$ cat src/rtl/mips_step_ctrl.sv
// rtl/mips_step_ctrl.sv - board key/switch sequencer: debounced step, load and display control for the MIPS core
module mips_step_ctrl #(
   parameter int DB_CYCLES = 2,
   parameter int RUN_DIV   = 8,
   parameter int CNT_W     = 16
) (
   input  logic             clk,
   input  logic             reset,
   input  logic [9:0]       SW,
   input  logic [3:0]       KEY,
   input  logic [31:0]      pc_in,
   input  logic [31:0]      rf_rdata,
   output logic             step_en,
   output logic             rf_we,
   output logic [4:0]       rf_waddr,
   output logic [31:0]      rf_wdata,
   output logic [4:0]       rf_raddr,
   output logic [9:0]       LEDR,
   output logic [CNT_W-1:0] step_count
);

   localparam int DB_W  = $clog2(DB_CYCLES + 1);
   localparam int RUN_W = $clog2(RUN_DIV);
   localparam logic [DB_W-1:0]  DB_LAST  = DB_W'(DB_CYCLES - 1);
   localparam logic [RUN_W-1:0] RUN_LAST = RUN_W'(RUN_DIV - 1);

   typedef enum logic [1:0] {IDLE, STEP, LOAD} state_t;

   state_t            state_q, state_d;
   logic [3:0]        sync1_q, sync2_q;
   logic [3:0]        stable_q, stable_d;
   logic [DB_W-1:0]   db_cnt_q [4];
   logic [DB_W-1:0]   db_cnt_d [4];
   logic [3:0]        press_q, press_d;
   logic [3:0]        pending_q, pending_d;
   logic [3:0]        clr_mask, set_mask;
   logic [RUN_W-1:0]  run_ctr_q, run_ctr_d;
   logic              run_wrap;
   logic [4:0]        rf_waddr_q, rf_waddr_d;
   logic [31:0]       rf_wdata_q, rf_wdata_d;
   logic [1:0]        disp_sel_q, disp_sel_d;
   logic [1:0]        idx;
   logic [9:0]        ledr_q, ledr_d;
   logic [CNT_W-1:0]  step_count_q, step_count_d;
   logic              unused_ok;

   assign unused_ok = ^{pc_in[31:12], pc_in[1:0], rf_rdata[31:10]};

   // A key is accepted only after sync2 has disagreed with stable for DB_CYCLES edges
   always_comb begin
      for (int i = 0; i < 4; i++) begin
         stable_d[i] = stable_q[i];
         db_cnt_d[i] = '0;
         press_d[i]  = 1'b0;
         if (sync2_q[i] != stable_q[i]) begin
            if (db_cnt_q[i] == DB_LAST) begin
               stable_d[i] = sync2_q[i];
               press_d[i]  = ~sync2_q[i];
            end else begin
               db_cnt_d[i] = db_cnt_q[i] + 1'b1;
            end
         end
      end
   end

   always_comb begin
      run_wrap  = SW[8] && (run_ctr_q == RUN_LAST);
      run_ctr_d = (!SW[8] || run_wrap) ? '0 : run_ctr_q + 1'b1;
      set_mask  = (press_q & {3'b111, ~SW[8]}) | {3'b000, run_wrap};
   end

   always_ff @(posedge clk) begin
      if (reset) begin
         state_q <= IDLE;
      end else begin
         state_q <= state_d;
      end
   end

   always_comb begin
      state_d      = state_q;
      clr_mask     = '0;
      idx          = 2'd0;
      rf_waddr_d   = rf_waddr_q;
      rf_wdata_d   = rf_wdata_q;
      disp_sel_d   = disp_sel_q;
      step_count_d = step_count_q;
      case (state_q)
         IDLE: begin
            if (pending_q[0]) begin
               state_d  = STEP;
               clr_mask = 4'b0001;
            end else if (|pending_q[3:1]) begin
               idx      = pending_q[1] ? 2'd1 : (pending_q[2] ? 2'd2 : 2'd3);
               clr_mask = 4'b0001 << idx;
               if (SW[9]) begin
                  state_d    = LOAD;
                  rf_waddr_d = {3'b000, idx};
                  rf_wdata_d = {24'b0, SW[7:0]};
               end else begin
                  disp_sel_d = idx;
               end
            end
         end
         STEP: begin
            state_d      = IDLE;
            step_count_d = step_count_q + 1'b1;
         end
         LOAD:    state_d = IDLE;
         default: state_d = IDLE;
      endcase
      // set after clear so a press landing on the serving edge is not lost
      pending_d = (pending_q & ~clr_mask) | set_mask;
      ledr_d    = (disp_sel_q == 2'd0) ? pc_in[11:2] : rf_rdata[9:0];
   end

   always_comb begin
      step_en    = (state_q == STEP);
      rf_we      = (state_q == LOAD);
      rf_waddr   = rf_waddr_q;
      rf_wdata   = rf_wdata_q;
      rf_raddr   = {3'b000, disp_sel_q};
      LEDR       = ledr_q;
      step_count = step_count_q;
   end

   always_ff @(posedge clk) begin
      if (reset) begin
         sync1_q      <= 4'b1111;
         sync2_q      <= 4'b1111;
         stable_q     <= 4'b1111;
         for (int i = 0; i < 4; i++) db_cnt_q[i] <= '0;
         press_q      <= '0;
         pending_q    <= '0;
         run_ctr_q    <= '0;
         rf_waddr_q   <= '0;
         rf_wdata_q   <= '0;
         disp_sel_q   <= '0;
         ledr_q       <= '0;
         step_count_q <= '0;
      end else begin
         sync1_q      <= KEY;
         sync2_q      <= sync1_q;
         stable_q     <= stable_d;
         for (int i = 0; i < 4; i++) db_cnt_q[i] <= db_cnt_d[i];
         press_q      <= press_d;
         pending_q    <= pending_d;
         run_ctr_q    <= run_ctr_d;
         rf_waddr_q   <= rf_waddr_d;
         rf_wdata_q   <= rf_wdata_d;
         disp_sel_q   <= disp_sel_d;
         ledr_q       <= ledr_d;
         step_count_q <= step_count_d;
      end
   end

endmodule

$ cat config.mk
export PLATFORM = sky130hd
export DESIGN_NAME = mips_step_ctrl
export DESIGN_NICKNAME = d
export VERILOG_FILES = /design/src/rtl/mips_step_ctrl.sv
export SDC_FILE = /design/constraint.sdc
export NUM_CORES = 1
export LEC_CHECK = 0
export ABC_AREA = 1
export BUFFER_PORTS_ARGS = -buffer_cell sky130_fd_sc_hd__buf_2
export CAP_MARGIN = 20
export CORE_MARGIN = 2
export CORE_UTILIZATION = 46
export DETAILED_ROUTE_END_ITERATION = 10
export GPL_ROUTABILITY_DRIVEN = 0
export GPL_TIMING_DRIVEN = 0
export PLACE_DENSITY = 0.91
export SKIP_LAST_GASP = 1
export SLEW_MARGIN = 20
export SYNTH_ARGS = -nofsm -noshare
export SYNTH_HDL_FRONTEND = slang
export SYNTH_SLANG_ARGS = --single-unit
export TNS_END_PERCENT = 100
$ cat constraint.sdc
create_clock -name clk -period 1.4 [get_ports clk]
set_input_delay 0.28 -clock clk [delete_from_list [all_inputs] [get_ports clk]]
set_output_delay 0.28 -clock clk [all_outputs]
set_load 0.03 [all_outputs]
==> reports/results.ini, run 1 <==
[floorplanning]
fp.dieW_um=85.0
pin_count=150
die_area_mm2=0.00722
fp.dieH_um=85.0
start_util=0.475
num_rows=29
core_area_mm2=0.00635

[placed_design]
postPlaceCellArea_mm2=0.00360
dpl.hpwl_mm=4.59
io_buffers=75

[hold_path]
holdPathStages=2
hold_start=KEY[0]
hold_class=primary input to register
min_to=sync1_q[0]

[route]
drt_wl_total_mm=6.00
drt_drc_violations_left=0
num_vias=2580
ant_nets=0
drt_first_pass_iters=4
wl_per_cell_um=10.5
viasPerCell=4.53
initialDrtViolationCount=55

[synthesis]
synth_adder_area_share=0.0290
ys_seq_area_frac=0.471
synthFlopType=dfxtp_1
postSynthCellCount=372
ys_types=33
async_flop_share=0
synth_area_leaders=dfxtp_1 (47%), buf_4 (7.5%), nor2_1 (7.1%)
synth_edf_count=0
synth_simple_gate_area_frac=0.253
synth_mux_area_frac=0
yosys_warnings=0
yosysTopAreaCellShare=0.471
synth_compound_area_frac=0.0833
synth.most_common_cell=dfxtp_1
synth_xor_area_frac=0.0174
synth_top_family_by_area=simple AND/OR/NAND/NOR gates
synth_top_area_cell=dfxtp_1
syn_area_mm2=0.00302
ys_seq_elements=71
syn_avg_cell_area_um2=8.11
yosys-top-cells-count=dfxtp_1 (71), nor2_1 (57), nand2_1 (42), inv_1 (39), buf_4 (30)

[timing]
clock_skew_ns=0.00487
rsz0062_at_grt=no
hold_violations=0
setup_viol=0
fmax_mhz=769
finalSetupTns_ns=0
max_slew.worst_pin.slew_ns=0.503
slew_violations=0
fin_crit_ns=1.30
finalCritPeriodShare=0.929
relSlewSlack=0.664

[clock_network]
numCtsBuffers=9
htree_levels=3
clock_sinks=71
clock_latency_ns=0.34
cts-root-buf=clkbuf_8
cts.clk_slew.worst_paths_ns=0.07
postCtsHoldBufs=0
cts_tree=done
cts_buffer_depth=2

[critical_path]
reg2reg_to=step_count[14]
cp-end-kind=output pin
ff2ff_setup_slack_ns=0.11
worst_ep_required_time_ns=1.12
cp_data_arrival_time_ns=1.02
reg2regPathDepth=8
path_class=register to output pin
cp-start-kind=register
rr_startpoint=step_count[0]
crit_fanout=6

[final_layout]
fillers=573
design_area_mm2=0.00385
drive_above_1_share=0.318
seqCellArea_mm2=0.00143
multi_input_area_mm2=0.00127
final_nets=575
syn2layout_area_growth_pct=27.4
diodes=0

[pwr]
powerDensity_mw_per_mm2=1120
irDropWorstVdd_uv=750
p_leak_nw=1.87

[grt]
overflow=0
grt_max_degree=12
grt.total_usage=0.175
grt_pass1_vias=2358
grt_pass1_wl_mm=10.2
antenna_found_initial=0

[outcome]
outcome=complete, no violations

[flow_run]
drv_cap=0

cell usage in the layout, fill, tap and decap left out, types with 3 or more instances in the layout:
cell type	n
a21oi_1	24
a31oi_1	5
buf_2	77
buf_4	31
buf_6	3
clkbuf_1	6
clkbuf_8	11
conb_1	30
dfxtp_1	67
dfxtp_2	4
ha_1	7
inv_1	38
nand2_1	42
nand2_2	3
nand3_1	21
nand4_1	3
nor2_1	57
nor2_2	5
nor2_4	3
nor4_1	4
o21ai_0	20
or2_2	8
xor2_1	5
cell type report:
class	count	area share
inverters	42	0.0416
repair buffers	76	0.101
flip-flops and latches	71	0.371
well taps	77	0.0250
clock buffers	13	0.0413
clock inverters	3	0.0169
multi-input cells	249	0.331
plain buffers	39	0.0722
repair_timing:
| action | 4_1_cts | 5_1_grt |
|---|---|---|
| pin swaps | 1 | 0 |
| endpoints found under the setup margin | 1 | 4 |
| setup buffers | 1 | 0 |
| gates resized for setup | 3 | 4 |
cells by family (layout without fill, tap and decap cells):
group	count (synthesis)	in the layout
simple gates	157	157
buf+inv	81	173
flops	71	71
compound gates	49	49
fa+ha+maj	7	7
xor+xnor	6	6
other cells	1	30
where the power goes:
group | internal [W] | total (W) | switching [W]
sequential | 0.00206 | 0.00208 | 0.0000189
clock | 0.00110 | 0.00180 | 0.000697
combinational | 0.000155 | 0.000424 | 0.000269
metrics by stage:
step           std cells  hold WS, ns  setup WS (ns)   util  power (W)
2_1_floorplan        401        0.368        0.00994      -    0.00244
3_3_place_gp         553        0.392          0.137  0.567    0.00254
3_5_place_dp         553        0.396          0.106  0.567    0.00255
4_1_cts              570        0.107        0.00980  0.604    0.00435
5_1_grt              570        0.105        0.00662  0.606    0.00450
6_report             570        0.125         0.0991  0.606    0.00430
worst max-delay path, stage by stage, from the launching register on:
cell and delay [ns]:
dfxtp_2 0.34, inv_2 0.07, nand2_4 0.06, inv_4 0.08, buf_6 0.13
worst max path at each step:
stage | from | slack, ns | cells after the start | end
finish | state_q[1] | 0.1 | 4 | step_en
CTS | state_q[1] | 0.01 | 4 | step_en
global route | step_count[0] | 0.007 | 8 | step_count[14]
detailed placement | step_count[2] | 0.11 | 7 | step_count[13]
floorplan | step_count[0] | 0.01 | 8 | step_count[14]
global placement | step_count[2] | 0.14 | 7 | step_count[13]
flip-flops by register name (all words and copies together) (netlist names), 3 cells and up:
signal,flops
stable_q,4
press_q,4
step_count,16
rf_wdata,8
pending_q,4
db_cnt_q,8
sync1_q,4
run_ctr_q,3
LEDR,10
sync2_q,4
metal layers:
layer	track usage	up-vias	wire length, um
met5	0	-	0
met2	0.299	90	2940
li1	-	1355	-
met1	0.204	1133	2570
met4	0.0519	0	32
met3	0.0661	2	457
No activity file was read; power rests on OpenSTA's default activity.
==> run 2: changes to the inputs <==
--- a/config.mk
+++ b/config.mk
@@ -8,6 +8,7 @@
 export ABC_AREA = 1
 export BUFFER_PORTS_ARGS = -buffer_cell sky130_fd_sc_hd__buf_2
 export CAP_MARGIN = 20
+export CORE_ASPECT_RATIO = 1.2
 export CORE_MARGIN = 2
 export CORE_UTILIZATION = 46
 export DETAILED_ROUTE_END_ITERATION = 10
==> run 2 against run 1 <==
Against the previous run:
- count of clock-buffer cells in the layout grew 2
- clock skew grew 0.0020 ns
- sequential cell count unchanged
- utilization fell by 1.3 points
- setup slack got worse by 0.033 ns
==> reports/results.ini, run 2 (synthesized netlist as in run 1, its figures left out) <==
[timing]
setup_viol=0
holdWs_ns=0.124
slew_violations=0
hold_violations=0
finalCritPeriodShare=0.953
fmax_mhz=749
finalSetupTns_ns=0
rsz0062_at_grt=no
relSlewSlack=0.660
clock_skew_ns=0.00688
max_slew.worst_pin.slew_ns=0.510
fin_crit_ns=1.33

[route]
num_vias=2603
drt_drc_violations_left=0
wl_per_cell_um=10.7
ant_nets=0
drt_first_pass_iters=4
initialDrtViolationCount=82
drt_wl_total_mm=6.19
viasPerCell=4.52

[floorplanning]
die_area_mm2=0.00723
fp.dieW_um=77.9
num_rows=32
start_util=0.471
fp.dieH_um=92.7
core_area_mm2=0.00641
pin_count=150

[critical_path]
path_class=register to output pin
cp_data_arrival_time_ns=1.05
cpMaxStageDelayCell=dfxtp_2
rr_startpoint=step_count[0]
worst_ep_required_time_ns=1.12
path_cells=inv_2, nand2_4, inv_4, buf_6
cp-start-kind=register
crit_fanout=6
max_stage_delay_ns=0.34
cp-end-kind=output pin
reg2reg_to=step_count[14]
ff2ff_setup_slack_ns=0.12
reg2regPathDepth=8

[final_layout]
final_nets=574
mostFrequentLayoutCells=buf_2 (77), dfxtp_1 (68), nor2_1 (57), nand2_1 (42), inv_1 (38)
drive_above_1_share=0.312
design_area_mm2=0.00379
mostFrequentLayoutCell=buf_2
diodes=0
finalNonFillerCells=576
syn2layout_area_growth_pct=25.7
largest_reg_flops=16

[clock_network]
post_cts_buffers=0
cts_buffer_depth=2
cts-root-buf=clkbuf_8
numCtsBuffers=9
htree_levels=3
cts_tree=done
clock_sinks=71
clock_latency_ns=0.33
cts.clk_slew.worst_paths_ns=0.07
postCtsHoldBufs=0

[grt]
grt.total_usage=0.176
grt_pass1_wl_mm=10.2
overflow=0
grt_max_degree=11
grt_pass1_vias=2432
antenna_found_initial=0

[pwr]
p_leak_nw=1.84
irDropWorstVdd_uv=674
finalPower_w=0.00397
powerDensity_mw_per_mm2=1050

[hold_path]
hold_class=primary input to register
holdPathStages=2
hold_start=KEY[0]
min_to=sync1_q[0]

[placed_design]
io_buffers=75
dp_cells=561
postPlaceCellArea_mm2=0.00361
dpl.hpwl_mm=4.73

[flow_run]
drv_cap=0

[outcome]
outcome=complete, no violations

[run 2: cell types whose count changed in the layout (fill, tap and decap cells not counted), sizes merged]
cell    change
bufinv      -2
clkinv      -1
clkbuf      +2
buf         -1
[run 2: worst max-delay path by stage]
stage	from	end	cells after the start
finish	state_q[1]	step_en	4
global placement	reset	LEDR[2]	5
global route	state_q[1]	step_en	4
detailed placement	reset	LEDR[2]	5
CTS	state_q[1]	step_en	4
floorplan	step_count[0]	step_count[14]	8
[run 2: layer usage]
layer | global-route usage | vias up | part of all wire
met4 | 0.0599 | 0 | 0.0058
li1 | - | 1346 | -
met2 | 0.332 | 80 | 0.53
met3 | 0.0458 | 4 | 0.068
met1 | 0.188 | 1173 | 0.40
met5 | 0 | - | 0
[run 2: critical path, delay by kind of cell (launching register included)]
family,cells,cell delay (ns)
AND/OR/NAND/NOR,1,0.09
flip-flops,1,0.34
buffers and inverters,3,0.30
[run 2: layout make-up]
type | instances | area (um^2)
plain buffers | 39 | 278
clock buffers | 15 | 176
fillers | 586 | 2610
inverters | 42 | 160
multi-input cells | 249 | 1270
flip-flops and latches | 71 | 1430
well taps | 85 | 106
repair buffers | 75 | 382
[run 2: stage by stage]
step / utilization / worst slack [ns]
global placement: 0.563 / 0.116
CTS: 0.592 / 0.0330
detailed placement: 0.563 / 0.0812
finish: 0.592 / 0.0658
global route: 0.592 / 0.000901
floorplan: - / 0.00994
[run 2: power by group]
group | leakage [nW] | switching (W) | internal (W)
clock network | 0.0898 | 0.000683 | 0.000783
logic | 1.17 | 0.000271 | 0.000155
registers | 0.579 | 0.0000192 | 0.00206
total | 1.84 | 0.000974 | 0.00300
[run 2: repair_timing]
item,4_1_cts,5_1_grt
endpoints found under the setup margin,1,1
pin swaps,1,1
gates resized for setup,5,0
cloned,0,0
==> run 3: changes to the inputs <==
--- a/config.mk
+++ b/config.mk
@@ -10,11 +10,11 @@
 export CAP_MARGIN = 20
 export CORE_ASPECT_RATIO = 1.2
 export CORE_MARGIN = 2
-export CORE_UTILIZATION = 46
+export CORE_UTILIZATION = 49
 export DETAILED_ROUTE_END_ITERATION = 10
 export GPL_ROUTABILITY_DRIVEN = 0
 export GPL_TIMING_DRIVEN = 0
-export PLACE_DENSITY = 0.91
+export PLACE_DENSITY = 0.95
 export SKIP_LAST_GASP = 1
 export SLEW_MARGIN = 20
 export SYNTH_ARGS = -nofsm -noshare
==> constraint.sdc (replaced) <==
create_clock -name clk -period 1.7 [get_ports clk]
set_input_delay 0.34 -clock clk [delete_from_list [all_inputs] [get_ports clk]]
set_output_delay 0.34 -clock clk [all_outputs]
set_load 0.03 [all_outputs]
==> run 3 against run 2 <==
Against the previous run:
- die area is 5.8% lower
- clock power down 17%
- sequential cell count unchanged
- critical path type unchanged
- largest power group unchanged
- highest routed layer unchanged
==> reports/results.ini, run 3 (synthesized netlist as in run 1, its figures left out) <==
[placed_design]
io_buffers=75
dpl.hpwl_mm=4.54
dp_cells=558

[final_layout]
largest_reg_flops=16
syn2layout_area_growth_pct=25.5
mostFrequentLayoutCell=buf_2
mostFrequentLayoutCells=buf_2 (78), dfxtp_1 (71), nor2_1 (57), nand2_1 (42), inv_1 (39)
diodes=0
drive_above_1_share=0.310
finalNonFillerCells=573
final_nets=574

[hold_path]
hold_class=primary input to register

[floorplanning]
start_util=0.502
fp.dieH_um=90.0
core_area_mm2=0.00601
fp.dieW_um=75.6
pin_count=150
num_rows=31
die_area_mm2=0.00681

[grt]
grt_pass1_wl_mm=9.81
grt_max_degree=12
grt_pass1_vias=2409
grt.total_usage=0.182
overflow=0
antenna_found_initial=0

[timing]
holdWs_ns=0.183
hold_violations=0
clock_skew_ns=0.00880
max_slew.worst_pin.slew_ns=0.518
fin_crit_ns=1.52
finalCritPeriodShare=0.897
setup_viol=0
relSlewSlack=0.655
finalSetupTns_ns=0
fmax_mhz=656
rsz0062_at_grt=no
slew_violations=0

[clock_network]
htree_levels=3
post_cts_resized=0
clock_latency_ns=0.34
cts_buffer_depth=2
cts-root-buf=clkbuf_8
numCtsBuffers=9
cts_tree=done
postCtsHoldBufs=0
clock_sinks=71
post_cts_buffers=0
cts.clk_slew.worst_paths_ns=0.07

[route]
ant_nets=0
wl_per_cell_um=10.3
num_vias=2600
viasPerCell=4.54
drt_wl_total_mm=5.89
drt_first_pass_iters=5
drt_drc_violations_left=0
initialDrtViolationCount=93

[pwr]
p_leak_nw=1.84
irDropWorstVdd_uv=532
powerDensity_mw_per_mm2=865
finalPower_w=0.00328

[outcome]
outcome=complete, no violations

[flow_run]
drv_cap=0

[critical_path]
cp-end-kind=output pin
worst_ep_required_time_ns=1.36
crit_fanout=6
cp-start-kind=register
path_class=register to output pin
cp_data_arrival_time_ns=1.18

[run 3: through the flow]
stage | worst slack [ns] | utilization | cell area [um^2]
6_report | 0.176 | 0.630 | 3790
5_1_grt | 0.106 | 0.630 | 3790
4_1_cts | 0.154 | 0.630 | 3790
3_5_place_dp | 0.326 | 0.600 | 3600
3_3_place_gp | 0.396 | 0.600 | 3600
2_1_floorplan | 0.268 | - | 3130
[run 3: power breakdown]
group          switching, W  internal [W]
sequential        0.0000150       0.00170
clock              0.000581      0.000636
combinational      0.000221      0.000127
[run 3: worst max-delay path: stages (launching register included)]
cell and delay, ns:
dfxtp_1 0.43, nand2_4 0.12, inv_4 0.10, buf_2 0.20
[run 3: layout make-up]
cell class                      count  area, um^2
Inverter                           42         160
Buffer                             39         278
Multi-Input combinational cell    249        1270
Clock buffer                       12         165
Timing Repair Buffer               75         375
Sequential cell                    71        1420
Tap cell                           82         103
Clock inverter                      3        17.5
Fill cell                         491        2220
[run 3: final timing paths]
check | start | slack (ns) | depth (start not counted) | endpoint
worst max register to register | step_count[1] | 0.39 | 8 | step_count[14]
worst max-delay path | state_q[0] | 0.18 | 3 | step_en
worst min-delay path | KEY[0] | 0.18 | 2 | sync1_q[0]
worst min register to register | sync1_q[0] | 0.41 | 1 | sync2_q[0]
[run 3: layer usage]
layer  up-vias  part of all wire  global-route usage
met4         0             0.014              0.0819
met1      1142              0.43               0.202
met5         -                 0                   0
li1       1353                 -                   -
met3        10             0.068              0.0415
met2        95              0.49               0.318
